<file path="config.mk">
export PLATFORM = sky130hd
export DESIGN_NAME = id_scoreboard
export DESIGN_NICKNAME = d
export VERILOG_FILES = /design/src/rtl/id_scoreboard_pkg.sv /design/src/rtl/sb_counter.sv /design/src/rtl/id_scoreboard.sv
export SDC_FILE = /design/constraint.sdc
export NUM_CORES = 1
export LEC_CHECK = 0
export BUFFER_PORTS_ARGS = -buffer_cell sky130_fd_sc_hd__buf_2
export CORE_MARGIN = 4
export CORE_UTILIZATION = 55
export DETAILED_ROUTE_END_ITERATION = 6
export PLACE_DENSITY = 0.73
export SETUP_SLACK_MARGIN = 0.2
export SKIP_CTS_REPAIR_TIMING = 1
export SYNTH_ARGS = -nofsm -noshare
export SYNTH_HDL_FRONTEND = slang
export SYNTH_SLANG_ARGS = --single-unit
</file>
<file path="constraint.sdc">
create_clock -name clk -period 4.6 [get_ports clk]
set_clock_uncertainty 0.15 [all_clocks]
set_input_delay 0.23 -clock clk [delete_from_list [all_inputs] [get_ports clk]]
set_output_delay 0.23 -clock clk [all_outputs]
set_load 0.005 [all_outputs]
</file>
<file path="src/rtl/id_scoreboard_pkg.sv">
// Shared definitions for the decode-stage register scoreboard.
// It holds the default geometry, the counter and register-id types, and a
// helper that sizes the per-register retire-hit count.
package id_scoreboard_pkg;

  localparam int SB_NUM_REGS  = 32;
  localparam int SB_REGID_W   = 5;
  localparam int SB_NUM_SRC   = 2;
  localparam int SB_NUM_RET   = 2;
  localparam int SB_CNT_W     = 2;
  localparam int SB_WB_BYPASS = 1;

  typedef logic [SB_CNT_W-1:0]   sb_cnt_t;
  typedef logic [SB_REGID_W-1:0] regid_t;

  localparam sb_cnt_t SB_CNT_MAX = '1;

  // Width needed to count 0..n matching retire ports.
  function automatic int sb_hit_width(input int n);
    return (n < 1) ? 1 : $clog2(n + 1);
  endfunction

endpackage

</file>
<file path="src/rtl/sb_counter.sv">
// Outstanding-write counter for one architectural register.
// Ports:
//   clk, rst   core clock, synchronous active-high reset (clears the count)
//   inc        one new in-flight writer recorded this cycle
//   dec        number of retire/kill ports that hit this register this cycle
//   cnt        registered outstanding-write count
//   underflow  combinational: this cycle retires more writers than exist
// Increment and decrement are applied as one net update. On underflow the
// count clamps to zero; an over-increment saturates instead of wrapping.
module sb_counter #(
  parameter int CNT_W = 2,
  parameter int DEC_W = 2
) (
  input  logic             clk,
  input  logic             rst,
  input  logic             inc,
  input  logic [DEC_W-1:0] dec,
  output logic [CNT_W-1:0] cnt,
  output logic             underflow
);

  localparam int SUM_W = ((CNT_W > DEC_W) ? CNT_W : DEC_W) + 1;

  logic [SUM_W-1:0] total;
  logic [SUM_W-1:0] dec_x;
  logic [SUM_W-1:0] cnt_max;
  logic [SUM_W-1:0] diff;
  logic [CNT_W-1:0] cnt_next;

  always_comb begin
    total     = SUM_W'(cnt) + SUM_W'(inc);
    dec_x     = SUM_W'(dec);
    cnt_max   = SUM_W'({CNT_W{1'b1}});
    diff      = total - dec_x;
    underflow = (dec_x > total);
    if (underflow) begin
      cnt_next = '0;
    end else if (diff > cnt_max) begin
      cnt_next = '1;
    end else begin
      cnt_next = diff[CNT_W-1:0];
    end
  end

  always_ff @(posedge clk) begin
    if (rst) begin
      cnt <= '0;
    end else begin
      cnt <= cnt_next;
    end
  end

endmodule

</file>
<file path="src/rtl/id_scoreboard.sv">
// Decode-stage register scoreboard with per-register outstanding-write
// counters, so multi-cycle producers stall dependent readers until retire.
// Ports:
//   clk, rst        core clock, synchronous active-high reset
//   id_valid        valid instruction present in ID
//   id_stall        external stall; blocks issue
//   id_flush        ID instruction squashed; blocks issue (counters untouched)
//   src_read        per-source "operand used" flags
//   src_regid       packed source register ids (source i at [i*REGID_W +: REGID_W])
//   dst_write       instruction writes rd
//   dst_regid       destination register id
//   ret_valid       per-port retire (WB) or kill (flush) of one in-flight write
//   ret_regid       packed register ids of the retire ports
//   hazard_stall    ID must hold: RAW pending or WAW counter full
//   issue_fire      instruction issued and recorded this cycle
//   busy_vec        bit r set while register r has outstanding writes
//   err_underflow   sticky: a retire hit a register with no outstanding write
// Handshake: ID offers an instruction with id_valid; it is accepted
// (issue_fire) only in a cycle where hazard_stall, id_stall and id_flush are
// all low. While not accepted, ID holds the instruction and re-presents it.
// Register 0 is never tracked: it never stalls, never counts, and retires
// naming it are ignored.
module id_scoreboard
  import id_scoreboard_pkg::*;
#(
  parameter int NUM_REGS  = SB_NUM_REGS,
  parameter int REGID_W   = SB_REGID_W,
  parameter int NUM_SRC   = SB_NUM_SRC,
  parameter int NUM_RET   = SB_NUM_RET,
  parameter int CNT_W     = SB_CNT_W,
  parameter int WB_BYPASS = SB_WB_BYPASS
) (
  input  logic                       clk,
  input  logic                       rst,
  input  logic                       id_valid,
  input  logic                       id_stall,
  input  logic                       id_flush,
  input  logic [NUM_SRC-1:0]         src_read,
  input  logic [NUM_SRC*REGID_W-1:0] src_regid,
  input  logic                       dst_write,
  input  logic [REGID_W-1:0]         dst_regid,
  input  logic [NUM_RET-1:0]         ret_valid,
  input  logic [NUM_RET*REGID_W-1:0] ret_regid,
  output logic                       hazard_stall,
  output logic                       issue_fire,
  output logic [NUM_REGS-1:0]        busy_vec,
  output logic                       err_underflow
);

  localparam int HIT_W = sb_hit_width(NUM_RET);
  localparam int CMP_W = ((CNT_W > HIT_W) ? CNT_W : HIT_W) + 1;

  logic [CNT_W-1:0]    cnt_arr [NUM_REGS];
  logic [HIT_W-1:0]    hits    [NUM_REGS];
  logic [NUM_REGS-1:0] uf_vec;
  logic [NUM_SRC-1:0]  raw;
  logic                waw;

  // Number of retire ports naming each register this cycle.
  always_comb begin
    for (int r = 0; r < NUM_REGS; r++) begin
      hits[r] = '0;
      for (int p = 0; p < NUM_RET; p++) begin
        if (r != 0 && ret_valid[p] &&
            ret_regid[p*REGID_W +: REGID_W] == REGID_W'(r)) begin
          hits[r] = hits[r] + HIT_W'(1);
        end
      end
    end
  end

  // RAW: a read of a register with outstanding writes stalls, unless every
  // outstanding write retires this cycle and the regfile writes through.
  always_comb begin
    logic [REGID_W-1:0] s_id;
    logic [CNT_W-1:0]   s_cnt;
    logic [HIT_W-1:0]   s_hit;
    raw = '0;
    for (int i = 0; i < NUM_SRC; i++) begin
      s_id   = src_regid[i*REGID_W +: REGID_W];
      s_cnt  = cnt_arr[s_id];
      s_hit  = hits[s_id];
      raw[i] = src_read[i] && (s_id != '0) && (s_cnt != '0) &&
               !((WB_BYPASS != 0) && (CMP_W'(s_cnt) == CMP_W'(s_hit)));
    end
  end

  // WAW: a full counter would wrap; only a retire on the same register this
  // cycle frees a slot for the new writer.
  always_comb begin
    waw = dst_write && (dst_regid != '0) &&
          (cnt_arr[dst_regid] == {CNT_W{1'b1}}) && (hits[dst_regid] == '0);
  end

  assign hazard_stall = id_valid && ((|raw) || waw);
  assign issue_fire   = id_valid && !hazard_stall && !id_stall && !id_flush;

  assign cnt_arr[0] = '0;
  assign uf_vec[0]  = 1'b0;

  for (genvar g = 1; g < NUM_REGS; g++) begin : g_reg
    logic inc;
    assign inc = issue_fire && dst_write && (dst_regid == REGID_W'(g));

    sb_counter #(
      .CNT_W (CNT_W),
      .DEC_W (HIT_W)
    ) u_cnt (
      .clk       (clk),
      .rst       (rst),
      .inc       (inc),
      .dec       (hits[g]),
      .cnt       (cnt_arr[g]),
      .underflow (uf_vec[g])
    );
  end

  // Derived purely from the counter flops, so it shows the post-edge state.
  always_comb begin
    for (int r = 0; r < NUM_REGS; r++) begin
      busy_vec[r] = (cnt_arr[r] != '0);
    end
  end

  always_ff @(posedge clk) begin
    if (rst) begin
      err_underflow <= 1'b0;
    end else if (|uf_vec) begin
      err_underflow <= 1'b1;
    end
  end

endmodule

</file>
==> results of run 1 <==
Yosys cell counts, types with 2 or more instances:
| cell | instances |
|---|---|
| a32oi_1 | 3 |
| o22ai_1 | 3 |
| fa_1 | 62 |
| a22oi_1 | 9 |
| a21oi_1 | 55 |
| dfxtp_1 | 63 |
| nor3_1 | 15 |
| mux2_2 | 12 |
| and2_1 | 2 |
| o31a_1 | 6 |
| mux4_2 | 61 |
| mux2i_1 | 35 |
| nand2_1 | 67 |
| a221oi_1 | 4 |
| nand3_1 | 15 |
| nor2_1 | 89 |
| nor4_1 | 11 |
| nor2b_1 | 20 |
| buf_1 | 2 |
| or2_2 | 34 |
| nand4_1 | 9 |
| o21ai_0 | 4 |
| a221o_1 | 2 |
| nand2b_1 | 40 |
| xnor2_1 | 2 |
| xor2_1 | 29 |
| a211oi_1 | 17 |
| inv_1 | 188 |
| nor4_2 | 30 |
| or3_1 | 2 |
| a31oi_1 | 2 |
| o31ai_1 | 26 |
| ha_1 | 154 |
| o32ai_1 | 5 |
| buf_4 | 13 |
| nand4b_1 | 2 |
| o211ai_1 | 2 |
| clkbuf_1 | 19 |
| buf_6 | 8 |
| o311ai_0 | 3 |
| buf_2 | 11 |
how the worst min path moves through the flow:
stage | endpoint | slack (ps) | cells after the start
after floorplan | err_underflow | 370 | 0
after global routing | g_reg[27].u_cnt.cnt[1] | 480 | 2
after global placement | err_underflow | 600 | 1
final | g_reg[27].u_cnt.cnt[1] | 480 | 2
after detailed placement | err_underflow | 590 | 1
after CTS | err_underflow | 410 | 2
flip-flops by register name, summed over array words and instances, names as in the netlist:
signal,flops
g.u_cnt.cnt,62
err_underflow,1
routing by layer:
metal	global-route usage	share of wire	vias up
li1	-	-	4756
met1	0.4538	0.34	5599
met2	0.5388	0.45	1053
met3	0.09747	0.14	325
met4	0.1378	0.072	2
met5	0	0.00044	-
kinds of logic after synthesis:
group / count (synthesis) / synth area share
AOI/OAI and AO/OA: 151 / 0.09886
xor gates and xnor gates: 31 / 0.02566
adders and majority gates: 216 / 0.2994
buffers and inverters: 244 / 0.09934
DFF: 63 / 0.1192
muxes: 108 / 0.1757
other: 1 / 0.0003544
and+or+nand+nor: 342 / 0.1814
power by group through the flow:
stage	Clock [mW]	Sequential [mW]	Combinational, mW
global route	0.691	0.618	0.927
floorplan	0	0.609	0.414
CTS	0.671	0.611	0.692
detailed placement	0	0.622	0.687
finish	0.675	0.616	0.888
global placement	0	0.620	0.668
cell type report:
type | instances | area [sq um] | share of cell area
multi-input cells | 849 | 9955 | 0.6333
repair buffers | 416 | 3201 | 0.2036
flip-flops and latches | 63 | 1261 | 0.08024
inverters | 189 | 709.4 | 0.04513
well taps | 260 | 325.3 | 0.02070
clock buffers | 13 | 260.3 | 0.01656
clock inverters | 1 | 5.005 | 0.0003184
diodes | 1 | 2.502 | 0.0001592
critical path, delay by kind of cell:
family | cells | cell delay, ps
adder cells (fa/ha/maj) | 3 | 950
AND/OR/NAND/NOR | 6 | 1390
AO/OA/AOI/OAI | 5 | 900
multiplexers | 2 | 740
buffers and inverters | 7 | 1110
stage by stage:
stage                     TNS (ps)  instances  power (mW)  cell area [sq um]
after floorplan                  0       1156       1.023              10960
after global placement      -13760       1739       1.288              13700
after detailed placement    -19620       1739       1.309              13700
after CTS                    -2748       1753       1.974              13960
after global routing        -13080       1791       2.236              15720
final                        -5732       1792       2.178              15720
==> out/results.env, run 1 <==
REG2REG_SLACK_PS=-280
SYNTH_NETS=1407
DRT_DRC_VIOLATIONS_LEFT=0
TRITONCTS.NUM_BUFFERS=9
SETUP_VIOLATORS_FINAL=36
FINAL_UTIL=0.8348
MAXCAPVIOLATIONS=0
CRIT_PATH_FREQUENT_CELL='buf_4'
OVERFLOW=0
DRT-INITIAL-DRC-COUNT=1658
CRITPATHCAPTURETYPE='flip-flop'
CRITICAL_PATH_REQUIRED_PS=4640
WORSTSETUPENDPOINT='err_underflow'
AREA_DELTA_SYNTH_FINAL_PCT=48.57
CRIT_SLOWEST_CELL='mux4_2'
DESIGN.FINAL.NETS=1779
CRIT-REG2REG-LAUNCH='g_reg[17].u_cnt.cnt[0]'
NUMPORTBUFFERS=68
POWER.SWITCHING_mW=0.8051
CTS_TREE='built'
FRACTION_OF_REGISTERS_WITH_ASYNC_SET_RESET=0
POST_SYNTH_CELL_TYPES=61
SWITCHING_SHARE=0.3696
CLOCK-ROOT-BUFFER='clkbuf_16'
IOS=70
SITE_ROW_COUNT=50
FINAL_ESTIMATED_ROUTING_CONGESTION_IN_GLOBAL_PLACEMENT=1.043
GRT_MAX_DEGREE=40
WORST_HOLD_SLACK_PS=476.6
HOLD_PATH.CLASS='input pin to flip-flop'
SHARE_COMB_OF_TOTAL_POWER=0.407
CRITICAL_PATH.MAX_FANOUT=6
HPWL_MM=30.67
FINAL.MIN_CLOCK_PERIOD_PS=5284
HOLD_VIOL=0
DRT-WIRELENGTH-PER-CELL_MICRONS=25.18
FAILED_CHECKS='negative setup slack'
CRIT_PATH_START_KIND='input pin'
POWER.CLOCK.FRACTION=0.310
SYNTH.TOP_CELLS.BY_AREA='ha_1 18%, mux4_2 13%, dfxtp_1 12%'
YOSYSWARNINGS=0
SYNTHESIS.AREA_SQ_MM=0.01058
LAYOUT_COMMON_CELLS='323 x buf_4, 179 x inv_1, 103 x ha_1'
RSZ0062_AT_GRT='yes'
ARRIVAL_PS=5330
POST_SYNTH_INST_COUNT=1156
TIMING.HOLD.WORST.START='rst'
NUMCLOCKSINKS=63
FINALMAXSLEWVIOLATIONS=0
POST-PLACE-WS_PS=-1092
OUTCOME='finished, violations left'
SYNTHFLOPTYPE='dfxtp_1'
FILL_CELL_INSTANCE_COUNT_OF_THE_FINAL_LAYOUT=951
STARTING_DENSITY_OF_THE_CORE=0.5619
DIEAREA_SQ_MM=0.02152
ROUTED_WIRELENGTH_MM=45.12
FINAL_LAYOUT_SIZE_SUFFIX_GT1_FRAC=0.5206
FMAX_MHz=189.2
FINAL_MIN_PERIOD_OVER_CLOCK_PERIOD=1.149
WORSTSETUPSTARTPOINT='ret_regid[5]'
NETLIST.TOP_CELL.BY_AREA='ha_1'
P_SEQ_FRAC=0.283
VDD.IR_DROP.WORST_uV=193.2
DRTANTENNAVIOLNETS=0
GRT_PASS1_WL_MM=58.09
CELLINTERNALPOWER_mW=1.373
MAX_STAGE_DELAY_PS=520
MAXSLEWHEADROOM=0.3318
NUMBER_OF_ANTENNA_VIOLATIONS_AT_THE_FIRST_CHECK_IN_GLOBAL_ROUTING=2
CLOCK_PATH_BUFFERS=2
SYNTH-EDFF-COUNT=0
SYNTH_AREA_PER_CELL_SQ_UM=9.152
SETUP.WORST_PATH.CLASS='input pin to flip-flop'
TIMING.CRITICAL_PATH.CELLS='clkbuf_4 > nand4_1 > buf_4 > nor2_2 > ha_1 > buf_4 > mux4_2 > mux2i_2 > o22ai_2 > nor2_2 > o21a_1 > o32ai_4 > buf_6 > buf_4 > nor4_4 > buf_4 > ha_4 > inv_1 > fa_1 > o31ai_4 > nand4_1 > nor4_4 > a31oi_1'
VIA_PER_INST=6.549
TIMING.REG2REG.WORST_PATH_DEPTH=18
SYNTH.YOSYS.SEQ_AREA_SHARE=0.1192
SYNTH_TOP_AREA_SHARE=0.1821
GLOBAL_ROUTE.USAGE.TOTAL=0.3449
DIE_HEIGHT_MICRONS=146.7
WORSTSKEWPAIRLATENCY_PS=360
CORE-AREA_SQ_MM=0.01883
FP.DIEW_MICRONS=146.7
ROUTE.VIAS.TOTAL=11740
WORST-SLEW-PIN-TRANSITION_PS=1002
LAYOUT_SETUP_WS_PS=-684.2
HTREEDEPTH=3
POWER.DENSITY_CELL_AREA_mW_PER_MM2=138.6
YS_FF_LATCH=63
CLK_TRANSITION_REPORTED_PATHS_PS=60
POWER.STATIC_LEAKAGE_nW=6.780
MOSTFREQUENTLAYOUTCELL='buf_4'
WORSTREG2REGEND='err_underflow'
FIRSTDRTPASSITERS=7
FIRST_GLOBAL_VIAS=10870
No activity file was read; power rests on OpenSTA's default activity.
==> run 2: changes to the inputs <==
--- a/config.mk
+++ b/config.mk
@@ -5,8 +5,9 @@
 export SDC_FILE = /design/constraint.sdc
 export NUM_CORES = 1
 export LEC_CHECK = 0
+export ABC_CLOCK_PERIOD_IN_PS = 4600
 export BUFFER_PORTS_ARGS = -buffer_cell sky130_fd_sc_hd__buf_2
-export CORE_MARGIN = 4
+export CORE_MARGIN = 1.5
 export CORE_UTILIZATION = 55
 export DETAILED_ROUTE_END_ITERATION = 6
 export PLACE_DENSITY = 0.73
==> run 2 against run 1 <==
The run ends with design-rule violations, negative setup slack left. Final area is 4.4% higher. Count of clock-buffer cells in the layout down 1. Sequential power about the same. Final cell count rose by 0.22%.
==> out/results.env, run 2 (same netlist as run 1, synthesis figures left out) <==
POWER.DENSITY_CELL_AREA_mW_PER_MM2=144.3
CTS_TREE='built'
CLK_TRANSITION_REPORTED_PATHS_PS=60
FAILED_CHECKS='design-rule violations, negative setup slack'
CORE-AREA_SQ_MM=0.01877
DESIGN.FINAL.NETS=1805
MAX_STAGE_DELAY_PS=510
HOLD_PATH.CLASS='input pin to flip-flop'
DRT-INITIAL-DRC-COUNT=1777
HOLD_VIOL=0
DIE_HEIGHT_MICRONS=141.7
GRT_USE_MET2=0.5874
FINALMAXSLEWVIOLATIONS=0
LARGEST_REGISTER_FFS=62
HTREEDEPTH=3
STARTING_DENSITY_OF_THE_CORE=0.5637
CLOCK_PATH_BUFFERS=2
ARRIVAL_PS=5680
POWER.CLOCK.FRACTION=0.326
SWITCHING_SHARE=0.3824
CRIT_PATH_START_KIND='input pin'
GLOBAL_ROUTE.USAGE.TOTAL=0.3815
FINAL_MIN_PERIOD_OVER_CLOCK_PERIOD=1.224
FIRSTDRTPASSITERS=7
GRT_PASS1_WL_MM=58.45
AREA_DELTA_SYNTH_FINAL_PCT=55.10
FINAL_LAYOUT_SIZE_SUFFIX_GT1_FRAC=0.5526
FINAL.MIN_CLOCK_PERIOD_PS=5628
IOS=70
SHARE_COMB_OF_TOTAL_POWER=0.414
REGISTER_WITH_THE_HIGHEST_FLOP_COUNT='g.u_cnt.cnt'
POWER.SWITCHING_mW=0.9056
DRTANTENNAVIOLNETS=0
FINAL_ESTIMATED_ROUTING_CONGESTION_IN_GLOBAL_PLACEMENT=1.108
DRT_DRC_VIOLATIONS_LEFT=27
CRITICAL_PATH_REQUIRED_PS=4650
RSZ0062_AT_GRT='yes'
FP.DIEW_MICRONS=141.7
DIEAREA_SQ_MM=0.02008
WORSTSKEWPAIRLATENCY_PS=370
OVERFLOW=0
CRIT_SLOWEST_CELL='nor4_4'
FMAX_MHz=177.7
DRT-WIRELENGTH-PER-CELL_MICRONS=28.64
WORST-SLEW-PIN-TRANSITION_PS=1059
FIRST_GLOBAL_VIAS=10760
ROUTE.VIAS.TOTAL=12520
TIMING.CRITICAL_PATH.CELLS='buf_2 > nand2b_4 > buf_4 > nor2_2 > ha_1 > mux4_2 > nor2b_1 > nor3_1 > or3_4 > a21oi_4 > o32ai_4 > buf_12 > buf_4 > nor4_4 > ha_1 > inv_1 > fa_1 > o31ai_4 > nand4_1 > nor4_4 > a31oi_1'
NUMCLOCKSINKS=63
GR-MAX-USAGE-LAYER='met2'
TRITONCTS.NUM_BUFFERS=9
SETUP.WORST_PATH.CLASS='input pin to flip-flop'
REGISTER_AREA_SQ_MM=0.001261
SETUP_VIOLATORS_FINAL=63
AREA_OF_PLACED_INSTANCES_SQ_MM=0.01362
CRITPATHCAPTURETYPE='flip-flop'
GRT.MET3_USAGE=0.09652
NUMPORTBUFFERS=68
HPWL_MM=30.56
GRT_MAX_DEGREE=40
OUTCOME='finished, violations left'
VDD.IR_DROP.WORST_uV=205.7
NUMBER_OF_ANTENNA_VIOLATIONS_AT_THE_FIRST_CHECK_IN_GLOBAL_ROUTING=6
P_SEQ_FRAC=0.260
CLOCK-ROOT-BUFFER='clkbuf_16'
POWER.STATIC_LEAKAGE_nW=6.924
GRT_USE_MET1=0.5127
CRITICAL_PATH.MAX_FANOUT=8
CELLINTERNALPOWER_mW=1.463
FINISH.CELL_COUNT_WITHOUT_FILLERS=1796
LAYOUT_TOP_REGISTERS='g.u_cnt.cnt x62, err_underflow x1'
SITE_ROW_COUNT=50
ROUTED_WIRELENGTH_MM=51.44
POST_ROUTE_CELL_AREA_SQ_MM=0.01641
NUMPLACEDINSTANCES=1710
LAYOUT_COMMON_CELLS='339 x buf_4, 174 x inv_1, 81 x ha_1'
MAXSLEWHEADROOM=0.2941
VIA_PER_INST=6.969
LAYOUT_SETUP_WS_PS=-1028
MOSTFREQUENTLAYOUTCELL='buf_4'
FILL_CELL_INSTANCE_COUNT_OF_THE_FINAL_LAYOUT=799
MULTI_INPUT_AREA_SQ_MM=0.01031
MAXCAPVIOLATIONS=0
==> run 2: cell count changes in the layout (fill, tap and decap cells not counted), sizes merged <==
cell and delta:
diode +3, clkinvlp +1, bufinv +1, buf +24
clkbuf +1
==> run 2: worst paths after layout <==
check                               from                endpoint  slack, ps  cells after the start
setup reg to reg  g_reg[12].u_cnt.cnt[1]           err_underflow       -710                     16
setup / recovery            ret_regid[8]           err_underflow      -1030                     21
hold / removal                       rst   g_reg[7].u_cnt.cnt[1]        480                      2
hold reg to reg   g_reg[16].u_cnt.cnt[0]  g_reg[16].u_cnt.cnt[0]        730                      4
==> run 2: per-layer routing <==
layer | vias to the layer above | routed length [microns]
met5 | - | 119
met4 | 6 | 4862
met3 | 528 | 7437
met2 | 1259 | 22180
met1 | 5898 | 16840
li1 | 4825 | -
==> run 2: power by group through the flow <==
stage / Clock, mW / Combinational, mW / Sequential (mW)
final: 0.772 / 0.980 / 0.617
after global routing: 0.783 / 1.01 / 0.617
after CTS: 0.744 / 0.692 / 0.609
after detailed placement: 0 / 0.687 / 0.621
after global placement: 0 / 0.673 / 0.620
after floorplan: 0 / 0.414 / 0.609
==> run 2: final cells by class <==
cell class	instances	share of cell area
multi-input cells	849	0.6282
repair buffers	442	0.2150
flip-flops and latches	63	0.07686
inverters	189	0.04323
well taps	234	0.01784
clock buffers	12	0.01563
clock inverters	3	0.002592
diodes	4	0.0006100
==> run 2: stage by stage <==
stage	worst slack, ps	power (mW)	TNS [ps]	util	hold slack, ps
after global placement	-840.3	1.293	-11210	0.7256	585.4
final	-1028	2.369	-17920	0.8743	482.7
after floorplan	179.3	1.023	0	-	373.5
after global routing	-995.7	2.411	-16910	0.8739	498.1
after CTS	-554.1	2.045	-847.1	0.7415	407.1
after detailed placement	-914.5	1.308	-14680	0.7256	576.3
==> run 2: worst max-delay path: cells and delay by family <==
kind / cells / cell delay [ps]
AOI/OAI and AO/OA: 4 / 1050
muxes: 1 / 500
buffers and inverters: 5 / 780
and+or+nand+nor: 8 / 2160
adders and majority gates: 3 / 960
==> run 3: changes to the inputs <==
--- a/config.mk
+++ b/config.mk
@@ -7,6 +7,7 @@
 export LEC_CHECK = 0
 export ABC_CLOCK_PERIOD_IN_PS = 4600
 export BUFFER_PORTS_ARGS = -buffer_cell sky130_fd_sc_hd__buf_2
+export CORE_ASPECT_RATIO = 0.75
 export CORE_MARGIN = 1.5
 export CORE_UTILIZATION = 55
 export DETAILED_ROUTE_END_ITERATION = 6
==> run 3 against run 2 <==
The run ends with negative setup slack left. Power decreased by 4.9%. Critical path depth is 1 higher. Final cell count increased by 0.33%. Final area fell by 0.11%. Sequential share of layout area hardly changed. Global-route usage increased by 1.2 points. First-iteration DRC count grew 0.62%. Largest power group unchanged.
==> out/results.env, run 3 (same netlist as run 1, synthesis figures left out) <==
OUTCOME='finished, violations left'
FAILED_CHECKS='negative setup slack'
REGISTER_WITH_THE_HIGHEST_FLOP_COUNT='g.u_cnt.cnt'
HOLD_VIOL=0
CLOCK_PATH_BUFFERS=2
LARGEST_REGISTER_FFS=62
FINALMAXSLEWVIOLATIONS=0
DIEAREA_SQ_MM=0.02009
FMAX_MHz=188.0
CRIT_PATH_START_KIND='input pin'
NUMPLACEDINSTANCES=1723
DRT_DRC_VIOLATIONS_LEFT=0
WORSTSETUPENDPOINT='err_underflow'
FIRST_GLOBAL_VIAS=10150
AREA_DELTA_SYNTH_FINAL_PCT=54.93
FINISH.CELL_COUNT_WITHOUT_FILLERS=1802
FP.DIEW_MICRONS=163.2
CORE-AREA_SQ_MM=0.01867
POST-LAYOUT-TOTAL-POWER_mW=2.252
ROUTED_WIRELENGTH_MM=47.79
POWER.DENSITY_CELL_AREA_mW_PER_MM2=137.4
OVERFLOW=0
CRITICAL_PATH_REQUIRED_PS=4630
FILL_CELL_INSTANCE_COUNT_OF_THE_FINAL_LAYOUT=842
DIE_HEIGHT_MICRONS=123.1
HOLD_PATH.CLASS='input pin to flip-flop'
STARTING_DENSITY_OF_THE_CORE=0.5667
ROUTE.VIAS.TOTAL=11900
WORSTSETUPSTARTPOINT='ret_regid[7]'
TRITONCTS.NUM_BUFFERS=9
FINAL_MIN_PERIOD_OVER_CLOCK_PERIOD=1.156
CRIT-REG2REG-LAUNCH='g_reg[14].u_cnt.cnt[1]'
MULTI_INPUT_AREA_SQ_MM=0.01035
HPWL_MM=32.12
MOSTFREQUENTLAYOUTCELL='buf_4'
DRT-INITIAL-DRC-COUNT=1788
FINAL_LAYOUT_SIZE_SUFFIX_GT1_FRAC=0.5596
GRT_PASS1_WL_MM=58.39
WORSTSKEWPAIRLATENCY_PS=350
HTREEDEPTH=3
DESIGN.FINAL.NETS=1798
VIA_PER_INST=6.605
RSZ0062_AT_GRT='yes'
LAYOUT_TOP_REGISTERS='g.u_cnt.cnt x62, err_underflow x1'
MAXSLEWHEADROOM=0.3123
FIRSTDRTPASSITERS=7
WORSTREG2REGEND='err_underflow'
FINAL_ESTIMATED_ROUTING_CONGESTION_IN_GLOBAL_PLACEMENT=1.027
MAXCAPVIOLATIONS=0
LAYOUT_COMMON_CELLS='318 x buf_4, 168 x inv_1, 77 x ha_1'
REGISTER_AREA_SQ_MM=0.001261
GLOBAL_ROUTE.USAGE.TOTAL=0.3932
CTS_TREE='built'
CLK_TRANSITION_REPORTED_PATHS_PS=60
CRITPATHCAPTURETYPE='flip-flop'
REG2REG_SLACK_PS=-380
NUMBER_OF_ANTENNA_VIOLATIONS_AT_THE_FIRST_CHECK_IN_GLOBAL_ROUTING=2
AREA_OF_PLACED_INSTANCES_SQ_MM=0.01367
ARRIVAL_PS=5350
CRITICAL_PATH.MAX_FANOUT=5
DRT-WIRELENGTH-PER-CELL_MICRONS=26.52
CLOCK-ROOT-BUFFER='clkbuf_16'
NUMCLOCKSINKS=63
SETUP_VIOLATORS_FINAL=39
SITE_ROW_COUNT=43
POST_ROUTE_CELL_AREA_SQ_MM=0.01639
TIMING.REG2REG.WORST_PATH_DEPTH=16
LAYOUT_SETUP_WS_PS=-719.4
POWER.STATIC_LEAKAGE_nW=6.875
NUMPORTBUFFERS=68
GRT_MAX_DEGREE=40
VDD.IR_DROP.WORST_uV=133.2
FINAL.MIN_CLOCK_PERIOD_PS=5319
SETUP_TNS_PS=-6566
SETUP.WORST_PATH.CLASS='input pin to flip-flop'
DRTANTENNAVIOLNETS=0
WORST-SLEW-PIN-TRANSITION_PS=1031
IOS=70
-- run 3: worst min path at each step --
| stage | startpoint | end | slack, ps | depth (start not counted) |
|---|---|---|---|---|
| 4_1_cts | rst | err_underflow | 420 | 2 |
| 2_1_floorplan | err_underflow | err_underflow | 370 | 0 |
| 3_3_place_gp | err_underflow | err_underflow | 620 | 1 |
| 6_report | rst | g_reg[27].u_cnt.cnt[1] | 490 | 2 |
| 3_5_place_dp | err_underflow | err_underflow | 610 | 1 |
| 5_1_grt | rst | g_reg[27].u_cnt.cnt[1] | 520 | 2 |
-- run 3: critical path, stage by stage --
cell       delay, ps
buf_2            180
nand2b_4         220
buf_4            160
nor2_4            40
ha_1             340
mux4_2           520
mux4_2           500
nand2b_4         160
o211a_4          170
a21oi_4          160
buf_6            130
o2bb2ai_4        110
buf_6            160
nor4_4           330
ha_2             270
inv_2             50
fa_1             500
o31ai_2          380
nand4_1          220
nor4_4           230
buf_4            190
a31oi_1           80
-- run 3: cell type report --
type,instances,share of cell area
antenna,4,0.0006106
clock buffer,10,0.01458
clock inverter,5,0.001527
inverter,189,0.04358
multi-input combinational,851,0.6316
sequential,63,0.07694
tap,247,0.01885
timing repair buffer,433,0.2123
-- run 3: routing by layer --
metal | routed length, microns | up-vias | track usage
li1 | - | 4815 | -
met2 | 20650 | 1014 | 0.5561
met5 | 80 | - | 0
met3 | 6952 | 255 | 0.1412
met4 | 2234 | 4 | 0.09633
met1 | 17870 | 5815 | 0.5653
-- run 3: through the flow --
step / setup WS (ps) / hold slack [ps] / utilization
global route: -741.8 / 521.6 / 0.8775
CTS: -747.9 / 419.5 / 0.7465
detailed placement: -1075 / 610.0 / 0.7323
floorplan: 179.3 / 373.5 / -
finish: -719.4 / 492.6 / 0.8780
global placement: -1044 / 618.3 / 0.7323
-- run 3: report_power, final --
group | total [mW] | internal [mW] | switching [mW] | leakage, nW
clock | 0.675 | 0.373 | 0.303 | 0.138
sequential | 0.617 | 0.573 | 0.0434 | 0.512
combinational | 0.960 | 0.443 | 0.517 | 6.23
total | 2.25 | 1.39 | 0.863 | 6.87
